<file path="src/rtl/alu_op_sequencer_pkg.sv">
`default_nettype none
// ============================================================================
// Module      : alu_seq_pkg
// Description : Opcodes, FSM encoding and error bit positions shared by the
//               ALU op sequencer files.
// Revision    : 1.0 - initial release
// ============================================================================
package alu_seq_pkg;

    localparam logic [3:0] OP_ADD = 4'd0;
    localparam logic [3:0] OP_SUB = 4'd1;
    localparam logic [3:0] OP_MUL = 4'd2;
    localparam logic [3:0] OP_DIV = 4'd3;
    localparam logic [3:0] OP_MOD = 4'd4;

    localparam int ERR_OVF     = 0;
    localparam int ERR_DIV0    = 1;
    localparam int ERR_ILLEGAL = 2;

    typedef enum logic [1:0] {
        ST_IDLE = 2'd0,
        ST_EXEC = 2'd1,
        ST_RESP = 2'd2
    } seq_state_t;

    function automatic logic op_is_legal(input logic [3:0] op);
        return (op <= OP_MOD);
    endfunction

endpackage
`default_nettype wire

</file>
<file path="src/rtl/alu_op_sequencer_if.sv">
`default_nettype none
// ============================================================================
// Module      : alu_op_sequencer_if
// Description : Command and response valid/ready channels of the sequencer.
// Revision    : 1.0 - initial release
// ============================================================================
interface alu_op_sequencer_if;

    logic        cmd_valid;
    logic        cmd_ready;
    logic [3:0]  cmd_op;
    logic [15:0] cmd_a;
    logic [15:0] cmd_b;
    logic        cmd_use_acc;

    logic        rsp_valid;
    logic        rsp_ready;
    logic [31:0] rsp_result;
    logic [2:0]  rsp_error;

    modport master (
        output cmd_valid, cmd_op, cmd_a, cmd_b, cmd_use_acc, rsp_ready,
        input  cmd_ready, rsp_valid, rsp_result, rsp_error
    );

    modport slave (
        input  cmd_valid, cmd_op, cmd_a, cmd_b, cmd_use_acc, rsp_ready,
        output cmd_ready, rsp_valid, rsp_result, rsp_error
    );

endinterface
`default_nettype wire

</file>
<file path="src/rtl/alu_op_sequencer_settle.sv">
`default_nettype none
// ============================================================================
// Module      : op_settle_counter
// Description : Loadable down counter with zero flag; saturates at zero.
// Revision    : 1.0 - initial release
// ============================================================================
module op_settle_counter #(
    parameter int WIDTH = 4
) (
    input  wire logic             clk,
    input  wire logic             rst,
    input  wire logic             load,
    input  wire logic [WIDTH-1:0] load_val,
    input  wire logic             dec,
    output logic      [WIDTH-1:0] count,
    output logic                  zero
);

    logic [WIDTH-1:0] r_count;

    always_ff @(posedge clk or negedge rst) begin
        if (!rst) begin
            r_count <= '0;
        end else if (load) begin
            r_count <= load_val;
        end else if (dec && (r_count != '0)) begin
            r_count <= r_count - WIDTH'(1);
        end
    end

    assign count = r_count;
    assign zero  = (r_count == '0);

endmodule
`default_nettype wire

</file>
<file path="src/rtl/alu_op_sequencer.sv">
`default_nettype none
// ============================================================================
// Module      : alu_op_sequencer
// Description : Multi-cycle controller holding operands stable in front of a
//               combinational ALU and returning result/error over valid/ready.
// Revision    : 1.0 - initial release
// ============================================================================
module alu_op_sequencer
    import alu_seq_pkg::*;
#(
    parameter int LAT_ADD = 2,
    parameter int LAT_MUL = 6,
    parameter int LAT_DIV = 4
) (
    input  wire logic         clk,
    input  wire logic         rst,
    alu_op_sequencer_if.slave bus,
    output logic [15:0]       alu_a,
    output logic [15:0]       alu_b,
    output logic [3:0]        alu_opcode,
    input  wire logic [31:0]  alu_result,
    input  wire logic [1:0]   alu_error,
    output logic [15:0]       acc,
    output logic [2:0]        sticky_err,
    input  wire logic         err_clr
);

    localparam int LAT_MAX_AM = (LAT_ADD > LAT_MUL) ? LAT_ADD : LAT_MUL;
    localparam int LAT_MAX    = (LAT_MAX_AM > LAT_DIV) ? LAT_MAX_AM : LAT_DIV;
    localparam int CNT_W      = $clog2(LAT_MAX) + 1;

    seq_state_t  r_state;
    seq_state_t  w_state_next;

    logic [15:0] r_alu_a;
    logic [15:0] r_alu_b;
    logic [3:0]  r_alu_opcode;
    logic [31:0] r_rsp_result;
    logic [2:0]  r_rsp_error;
    logic [15:0] r_acc;
    logic [2:0]  r_sticky;

    logic             w_launch;
    logic             w_illegal;
    logic             w_capture;
    logic             w_cnt_load;
    logic             w_cnt_dec;
    logic             w_cnt_zero;
    logic [CNT_W-1:0] w_cnt_val;
    logic [CNT_W-1:0] w_load_val;
    logic [2:0]       w_new_err;

    // Counter starts at LAT-1 so the capture lands on the LAT-th edge after accept
    always_comb begin
        w_load_val = CNT_W'(LAT_DIV - 1);
        case (bus.cmd_op)
            OP_ADD, OP_SUB: w_load_val = CNT_W'(LAT_ADD - 1);
            OP_MUL:         w_load_val = CNT_W'(LAT_MUL - 1);
            default:        w_load_val = CNT_W'(LAT_DIV - 1);
        endcase
    end

    op_settle_counter #(
        .WIDTH (CNT_W)
    ) u_settle (
        .clk      (clk),
        .rst      (rst),
        .load     (w_cnt_load),
        .load_val (w_load_val),
        .dec      (w_cnt_dec),
        .count    (w_cnt_val),
        .zero     (w_cnt_zero)
    );

    always_ff @(posedge clk or negedge rst) begin
        if (!rst) begin
            r_state <= ST_IDLE;
        end else begin
            r_state <= w_state_next;
        end
    end

    always_comb begin
        w_state_next = r_state;
        w_launch     = 1'b0;
        w_illegal    = 1'b0;
        w_capture    = 1'b0;
        w_cnt_load   = 1'b0;
        w_cnt_dec    = 1'b0;
        case (r_state)
            ST_IDLE: begin
                if (bus.cmd_valid) begin
                    if (op_is_legal(bus.cmd_op)) begin
                        w_launch     = 1'b1;
                        w_cnt_load   = 1'b1;
                        w_state_next = ST_EXEC;
                    end else begin
                        w_illegal    = 1'b1;
                        w_state_next = ST_RESP;
                    end
                end
            end
            ST_EXEC: begin
                if (w_cnt_zero) begin
                    w_capture    = 1'b1;
                    w_state_next = ST_RESP;
                end else begin
                    w_cnt_dec = 1'b1;
                end
            end
            ST_RESP: begin
                if (bus.rsp_ready) begin
                    w_state_next = ST_IDLE;
                end
            end
            default: w_state_next = ST_IDLE;
        endcase
    end

    always_comb begin
        w_new_err = 3'b000;
        if (w_capture) begin
            w_new_err = {1'b0, alu_error};
        end else if (w_illegal) begin
            w_new_err[ERR_ILLEGAL] = 1'b1;
        end
    end

    always_ff @(posedge clk or negedge rst) begin
        if (!rst) begin
            r_alu_a      <= '0;
            r_alu_b      <= '0;
            r_alu_opcode <= '0;
            r_rsp_result <= '0;
            r_rsp_error  <= '0;
            r_acc        <= '0;
            r_sticky     <= '0;
        end else begin
            if (w_launch) begin
                r_alu_a      <= bus.cmd_use_acc ? r_acc : bus.cmd_a;
                r_alu_b      <= bus.cmd_b;
                r_alu_opcode <= bus.cmd_op;
            end
            if (w_capture) begin
                r_rsp_result <= alu_result;
                r_rsp_error  <= {1'b0, alu_error};
                if (alu_error == 2'b00) begin
                    r_acc <= alu_result[15:0];
                end
            end else if (w_illegal) begin
                r_rsp_result <= '0;
                r_rsp_error  <= w_new_err;
            end
            // A clear coinciding with a new error keeps only the new bits
            r_sticky <= (err_clr ? 3'b000 : r_sticky) | w_new_err;
        end
    end

    assign bus.cmd_ready  = (r_state == ST_IDLE);
    assign bus.rsp_valid  = (r_state == ST_RESP);
    assign bus.rsp_result = r_rsp_result;
    assign bus.rsp_error  = r_rsp_error;
    assign alu_a          = r_alu_a;
    assign alu_b          = r_alu_b;
    assign alu_opcode     = r_alu_opcode;
    assign acc            = r_acc;
    assign sticky_err     = r_sticky;

endmodule
`default_nettype wire
</file>
<file path="src/flat_wrapper.sv">
// flat-port wrapper written by rule: the top's interface ports become plain ports
module alu_op_sequencer_flat import alu_seq_pkg::*;
#(
    parameter int LAT_ADD = 2,
    parameter int LAT_MUL = 6,
    parameter int LAT_DIV = 4
)
  (clk, rst, alu_a, alu_b, alu_opcode, alu_result, alu_error, acc, sticky_err, err_clr, bus_cmd_valid, bus_cmd_op, bus_cmd_a, bus_cmd_b, bus_cmd_use_acc, bus_rsp_ready, bus_cmd_ready, bus_rsp_valid, bus_rsp_result, bus_rsp_error);
  alu_op_sequencer_if bus_i ();
  input  wire logic clk;
  input  wire logic rst;
  output logic [15:0] alu_a;
  output logic [15:0] alu_b;
  output logic [3:0] alu_opcode;
  input  wire logic [31:0] alu_result;
  input  wire logic [1:0] alu_error;
  output logic [15:0] acc;
  output logic [2:0] sticky_err;
  input  wire logic err_clr;
  input wire logic [$bits(bus_i.cmd_valid)-1:0] bus_cmd_valid;
  input wire logic [$bits(bus_i.cmd_op)-1:0] bus_cmd_op;
  input wire logic [$bits(bus_i.cmd_a)-1:0] bus_cmd_a;
  input wire logic [$bits(bus_i.cmd_b)-1:0] bus_cmd_b;
  input wire logic [$bits(bus_i.cmd_use_acc)-1:0] bus_cmd_use_acc;
  input wire logic [$bits(bus_i.rsp_ready)-1:0] bus_rsp_ready;
  output wire logic [$bits(bus_i.cmd_ready)-1:0] bus_cmd_ready;
  output wire logic [$bits(bus_i.rsp_valid)-1:0] bus_rsp_valid;
  output wire logic [$bits(bus_i.rsp_result)-1:0] bus_rsp_result;
  output wire logic [$bits(bus_i.rsp_error)-1:0] bus_rsp_error;
  assign bus_i.cmd_valid = bus_cmd_valid;
  assign bus_i.cmd_op = bus_cmd_op;
  assign bus_i.cmd_a = bus_cmd_a;
  assign bus_i.cmd_b = bus_cmd_b;
  assign bus_i.cmd_use_acc = bus_cmd_use_acc;
  assign bus_i.rsp_ready = bus_rsp_ready;
  assign bus_cmd_ready = bus_i.cmd_ready;
  assign bus_rsp_valid = bus_i.rsp_valid;
  assign bus_rsp_result = bus_i.rsp_result;
  assign bus_rsp_error = bus_i.rsp_error;
  alu_op_sequencer #(.LAT_ADD(LAT_ADD), .LAT_MUL(LAT_MUL), .LAT_DIV(LAT_DIV)) u_core (.clk(clk), .rst(rst), .bus(bus_i), .alu_a(alu_a), .alu_b(alu_b), .alu_opcode(alu_opcode), .alu_result(alu_result), .alu_error(alu_error), .acc(acc), .sticky_err(sticky_err), .err_clr(err_clr));
endmodule
</file>
<file path="config.mk">
export PLATFORM = sky130hd
export DESIGN_NAME = alu_op_sequencer_flat
export DESIGN_NICKNAME = d
export VERILOG_FILES = /design/src/rtl/alu_op_sequencer_pkg.sv /design/src/rtl/alu_op_sequencer_if.sv /design/src/rtl/alu_op_sequencer_settle.sv /design/src/rtl/alu_op_sequencer.sv /design/src/flat_wrapper.sv
export SDC_FILE = /design/constraint.sdc
export NUM_CORES = 1
export LEC_CHECK = 0
export BUFFER_PORTS_ARGS = -buffer_cell sky130_fd_sc_hd__buf_2
export CORE_AREA = 8 8 86 164
export CTS_CLUSTER_SIZE = 28
export DETAILED_ROUTE_END_ITERATION = 12
export DIE_AREA = 0 0 94 172
export GPL_ROUTABILITY_DRIVEN = 0
export HOLD_SLACK_MARGIN = 0.02
export SLEW_MARGIN = 40
export SYNTH_ARGS = -nofsm -noshare
export SYNTH_HDL_FRONTEND = slang
export SYNTH_SLANG_ARGS = --single-unit
</file>
<file path="constraint.sdc">
create_clock -name clk -period 5.22 [get_ports clk]
set_input_delay 0.522 -clock clk [delete_from_list [all_inputs] [get_ports clk]]
set_output_delay 0.522 -clock clk [all_outputs]
set_load 0.02 [all_outputs]
</file>
==> results.py <==
metrics = {
    "grt": {
        "grt_pass1_wl_mm": 18.6,
        "grt_usage_pct": 14.6,
        "grt_pass1_vias": 3396,
        "grt_overflow": 0,
        "antenna_found_initial": 0,
        "grt_max_degree": 64,
    },
    "clocking": {
        "cts_hold_buf": 0,
        "clk-insertion-delay-late_ns": 0.34,
        "cts_max_path_buffers": 2,
        "cts_setup_buffers": 0,
        "ctsResizeCount": 0,
        "path_clk_slew_ns": 0.07,
        "cts.sinks": 96,
        "htreeDepth": 3,
        "root_buffer": "clkbuf_16",
        "numCtsBuffers": 9,
        "cts_tree": "yes",
    },
    "yosys": {
        "synth-simple-area-share_pct": 3.74,
        "synth_compound_area_share_pct": 18.5,
        "avgSynthCellArea_sq_um": 12.9,
        "yosysWarnings": 0,
        "synth_seq_cells": 96,
        "synth_top_family_by_area": "compound AO/OA/AOI/OAI gates",
        "synth_ff_type": "dfrtp_1",
        "synth_cells": 317,
        "synthXorXnorAreaFrac_pct": 0,
        "yosys.area.top_type_share_pct": 58.8,
        "netlist.top_cell.by_area": "dfrtp_1",
        "syn_area_sq_mm": 0.00409,
        "synth_edf_count": 0,
        "synthMuxAreaShare_pct": 14.8,
        "ys_top_cells_by_area": "dfrtp_1, o2bb2ai_1, mux2_2",
        "yosys.cell_count.top_type": "dfrtp_1",
        "yosysSeqAreaShare_pct": 58.8,
        "yosysUniqueCellTypes": 42,
        "synth_common_cells": "dfrtp_1, o21ai_0, o2bb2ai_1",
        "synth_fp_nets": 394,
        "synthArstFlopShare_pct": 100,
        "synthAdderAreaFrac_pct": 0.306,
    },
    "timing": {
        "setup-violations-final": 0,
        "relSlewSlack_pct": 61.7,
        "fin_setup_tns_ns": 0,
        "finalCriticalPeriod_ns": 2.14,
        "layout_worst_path_cycle_share_pct": 41.0,
        "hold_viol_final": 0,
        "finalClockSkew_ns": 0.00818,
        "slew_violations": 0,
        "worst_pin_slew_ns": 0.575,
        "max_freq_ghz": 0.467,
        "rsz0062_at_grt": "no",
    },
    "power": {
        "seq_power_share_pct": 38.6,
        "pwr-share-comb_pct": 40.3,
        "worst_ir_drop_vdd_uv": 290,
        "internal-power_mw": 1.88,
        "leakage_nw": 2.69,
        "clock_power_share_pct": 21.1,
        "power_switching_mw": 1.25,
        "p_sw_share_pct": 40.0,
        "p_per_area_mw_per_mm2": 585,
    },
    "setup_path": {
        "reg2reg_from": "u_core.u_settle.count[0]$_DFFE_PN0P_",
        "cp.required_ns": 5.44,
        "critPathBufInv": 2,
        "critPathLaunchType": "flip-flop",
        "worstSetupEndpointType": "flip-flop",
        "path_delay_family": "simple AND/OR/NAND/NOR gates",
        "crit_chain": "inv_1 > ha_1 > nand3b_1 > buf_4 > or4_4 > mux2_4",
        "ff2ff_setup_slack_ns": 3.08,
        "rr_endpoint": "u_core.acc[14]$_DFFE_PN0P_",
        "worst-path-max-fanout": 39,
        "crit_type": "reg2reg",
        "cpMaxStageDelayCell": "or4_4",
        "startpoint": "u_core.u_settle.count[0]$_DFFE_PN0P_",
        "reg2regPathDepth": 6,
        "worstPathArrival_ns": 2.36,
        "cp_slowest_stage_delay_ns": 0.69,
    },
    "layout": {
        "multi_input_area_sq_mm": 0.00154,
        "final_nets": 555,
        "seq_area_sq_mm": 0.00240,
        "area_delta_synth_final_pct": 31.0,
        "num-fill-cells": 1177,
        "finalInstanceArea_sq_mm": 0.00536,
        "final_util_pct": 44.7,
        "diodes": 0,
        "drive_above_1_share_pct": 48.4,
    },
    "route": {
        "vias": 3227,
        "drtPass1Iterations": 5,
        "ant_nets": 0,
        "drt-total-wl_mm": 11.8,
        "drt-initial-drc-count": 96,
        "via_per_inst": 5.12,
        "drc": 0,
        "wl_per_cell_microns": 18.8,
    },
    "flow_run": {
        "maxCapViolCount": 0,
    },
    "floorplanning": {
        "die_w_microns": 94,
        "rows": 57,
        "coreArea_sq_mm": 0.0120,
        "start_util_pct": 34.1,
        "die_h_microns": 172,
        "io_pins": 168,
        "dieArea_sq_mm": 0.0162,
    },
    "placed_design": {
        "io_buffers": 167,
        "dpl-instance-area_sq_mm": 0.00505,
        "hpwl_mm": 8.61,
    },
    "status": {
        "run_status": "finished clean",
    },
    "hold_path": {
        "hp-class": "in2async",
    },
}
## final cells by class
type,count,share of cell area (%)
inverter,6,0.421
clock inverter,6,1.29
clock buffer,10,4.28
multi-input combinational,190,28.7
tap,147,3.43
timing repair buffer,175,17.0
sequential,96,44.9
## flip-flops by register name, indices dropped and copies added, names as in the netlist
register,count
u_core.alu_b,16
u_core.sticky_err,3
u_core.alu_opcode,4
u_core.acc,16
u_core.bus.rsp_result,32
u_core.alu_a,16
u_core.u_settle.count,4
u_core.bus.rsp_error,3
u_core.r_state,2
## how the worst max path moves through the flow
stage                     slack, ns                             endpoint  depth (start not counted)
after floorplan                3.32         u_core.alu_b[10]$_DFFE_PN0P_                          4
after global placement         3.01  u_core.bus.rsp_error[2]$_DFFE_PN0P_                          4
after detailed placement       3.05         u_core.alu_b[10]$_DFFE_PN0P_                          5
after CTS                      3.07           u_core.acc[15]$_DFFE_PN0P_                          6
after global routing           2.98            u_core.acc[7]$_DFFE_PN0P_                          6
final                          3.08           u_core.acc[14]$_DFFE_PN0P_                          6
## cells by family (layout without fill, tap and decap cells)
group           count (synthesis)  count (layout)
flops                          96              96
simple gates                   23              23
compound gates                114             114
fa+ha+maj                       1               1
mux                            52              52
buf+inv                        31             197
## routing by layer
layer / global-route usage (%) / share of wire, % / vias to the layer above
met5: 0 / 0 / -
met2: 19.5 / 41 / 162
met3: 7.26 / 14 / 10
met4: 5.42 / 1.4 / 0
met1: 19.6 / 43 / 1550
li1: - / - / 1505
## power by group through the flow
stage                     Combinational, mW  Sequential [mW]  Clock [mW]
after floorplan                       0.479             1.53           0
after detailed placement               1.28             1.22           0
final                                  1.26             1.21       0.661
after CTS                              1.28             1.21       0.682
after global routing                   1.38             1.26       0.705
after global placement                 1.27             1.22           0
## worst register-to-register path, cell delays in order (launching register included)
cell and delay [ns]:
dfrtp_1 0.41, inv_1 0.07, ha_1 0.15, nand3b_1 0.08, buf_4 0.25, or4_4 0.70, mux2_4 0.37
## layout by cell type, fill, tap and decap left out, types with 2 or more instances in the layout
cell        Yosys  routed
buf_2           4     166
dfrtp_1        96      96
o21ai_0        35      35
o2bb2ai_1      34      34
mux2_2         26      26
a31oi_1        17      17
a21oi_1        17      17
mux2i_1        16      16
mux2_4         10      10
clkbuf_16       0       9
buf_4           2       7
inv_1           5       5
nand3_1         4       4
clkinvlp_4      0       4
a22o_1          2       2
nor2_1          3       2
nor2b_1         2       2
o311ai_0        2       2
and2_1          2       2
## metrics by stage
step | hold slack (ns) | power (mW) | setup slack [ns] | cells
after floorplan | 0.226 | 2.00 | 3.32 | 317
after global placement | 0.468 | 2.48 | 3.01 | 613
after detailed placement | 0.465 | 2.50 | 3.05 | 614
after CTS | 0.133 | 3.18 | 3.07 | 630
after global routing | 0.156 | 3.34 | 2.98 | 630
final | 0.122 | 3.13 | 3.08 | 630
(Power assumes the default switching activity.)
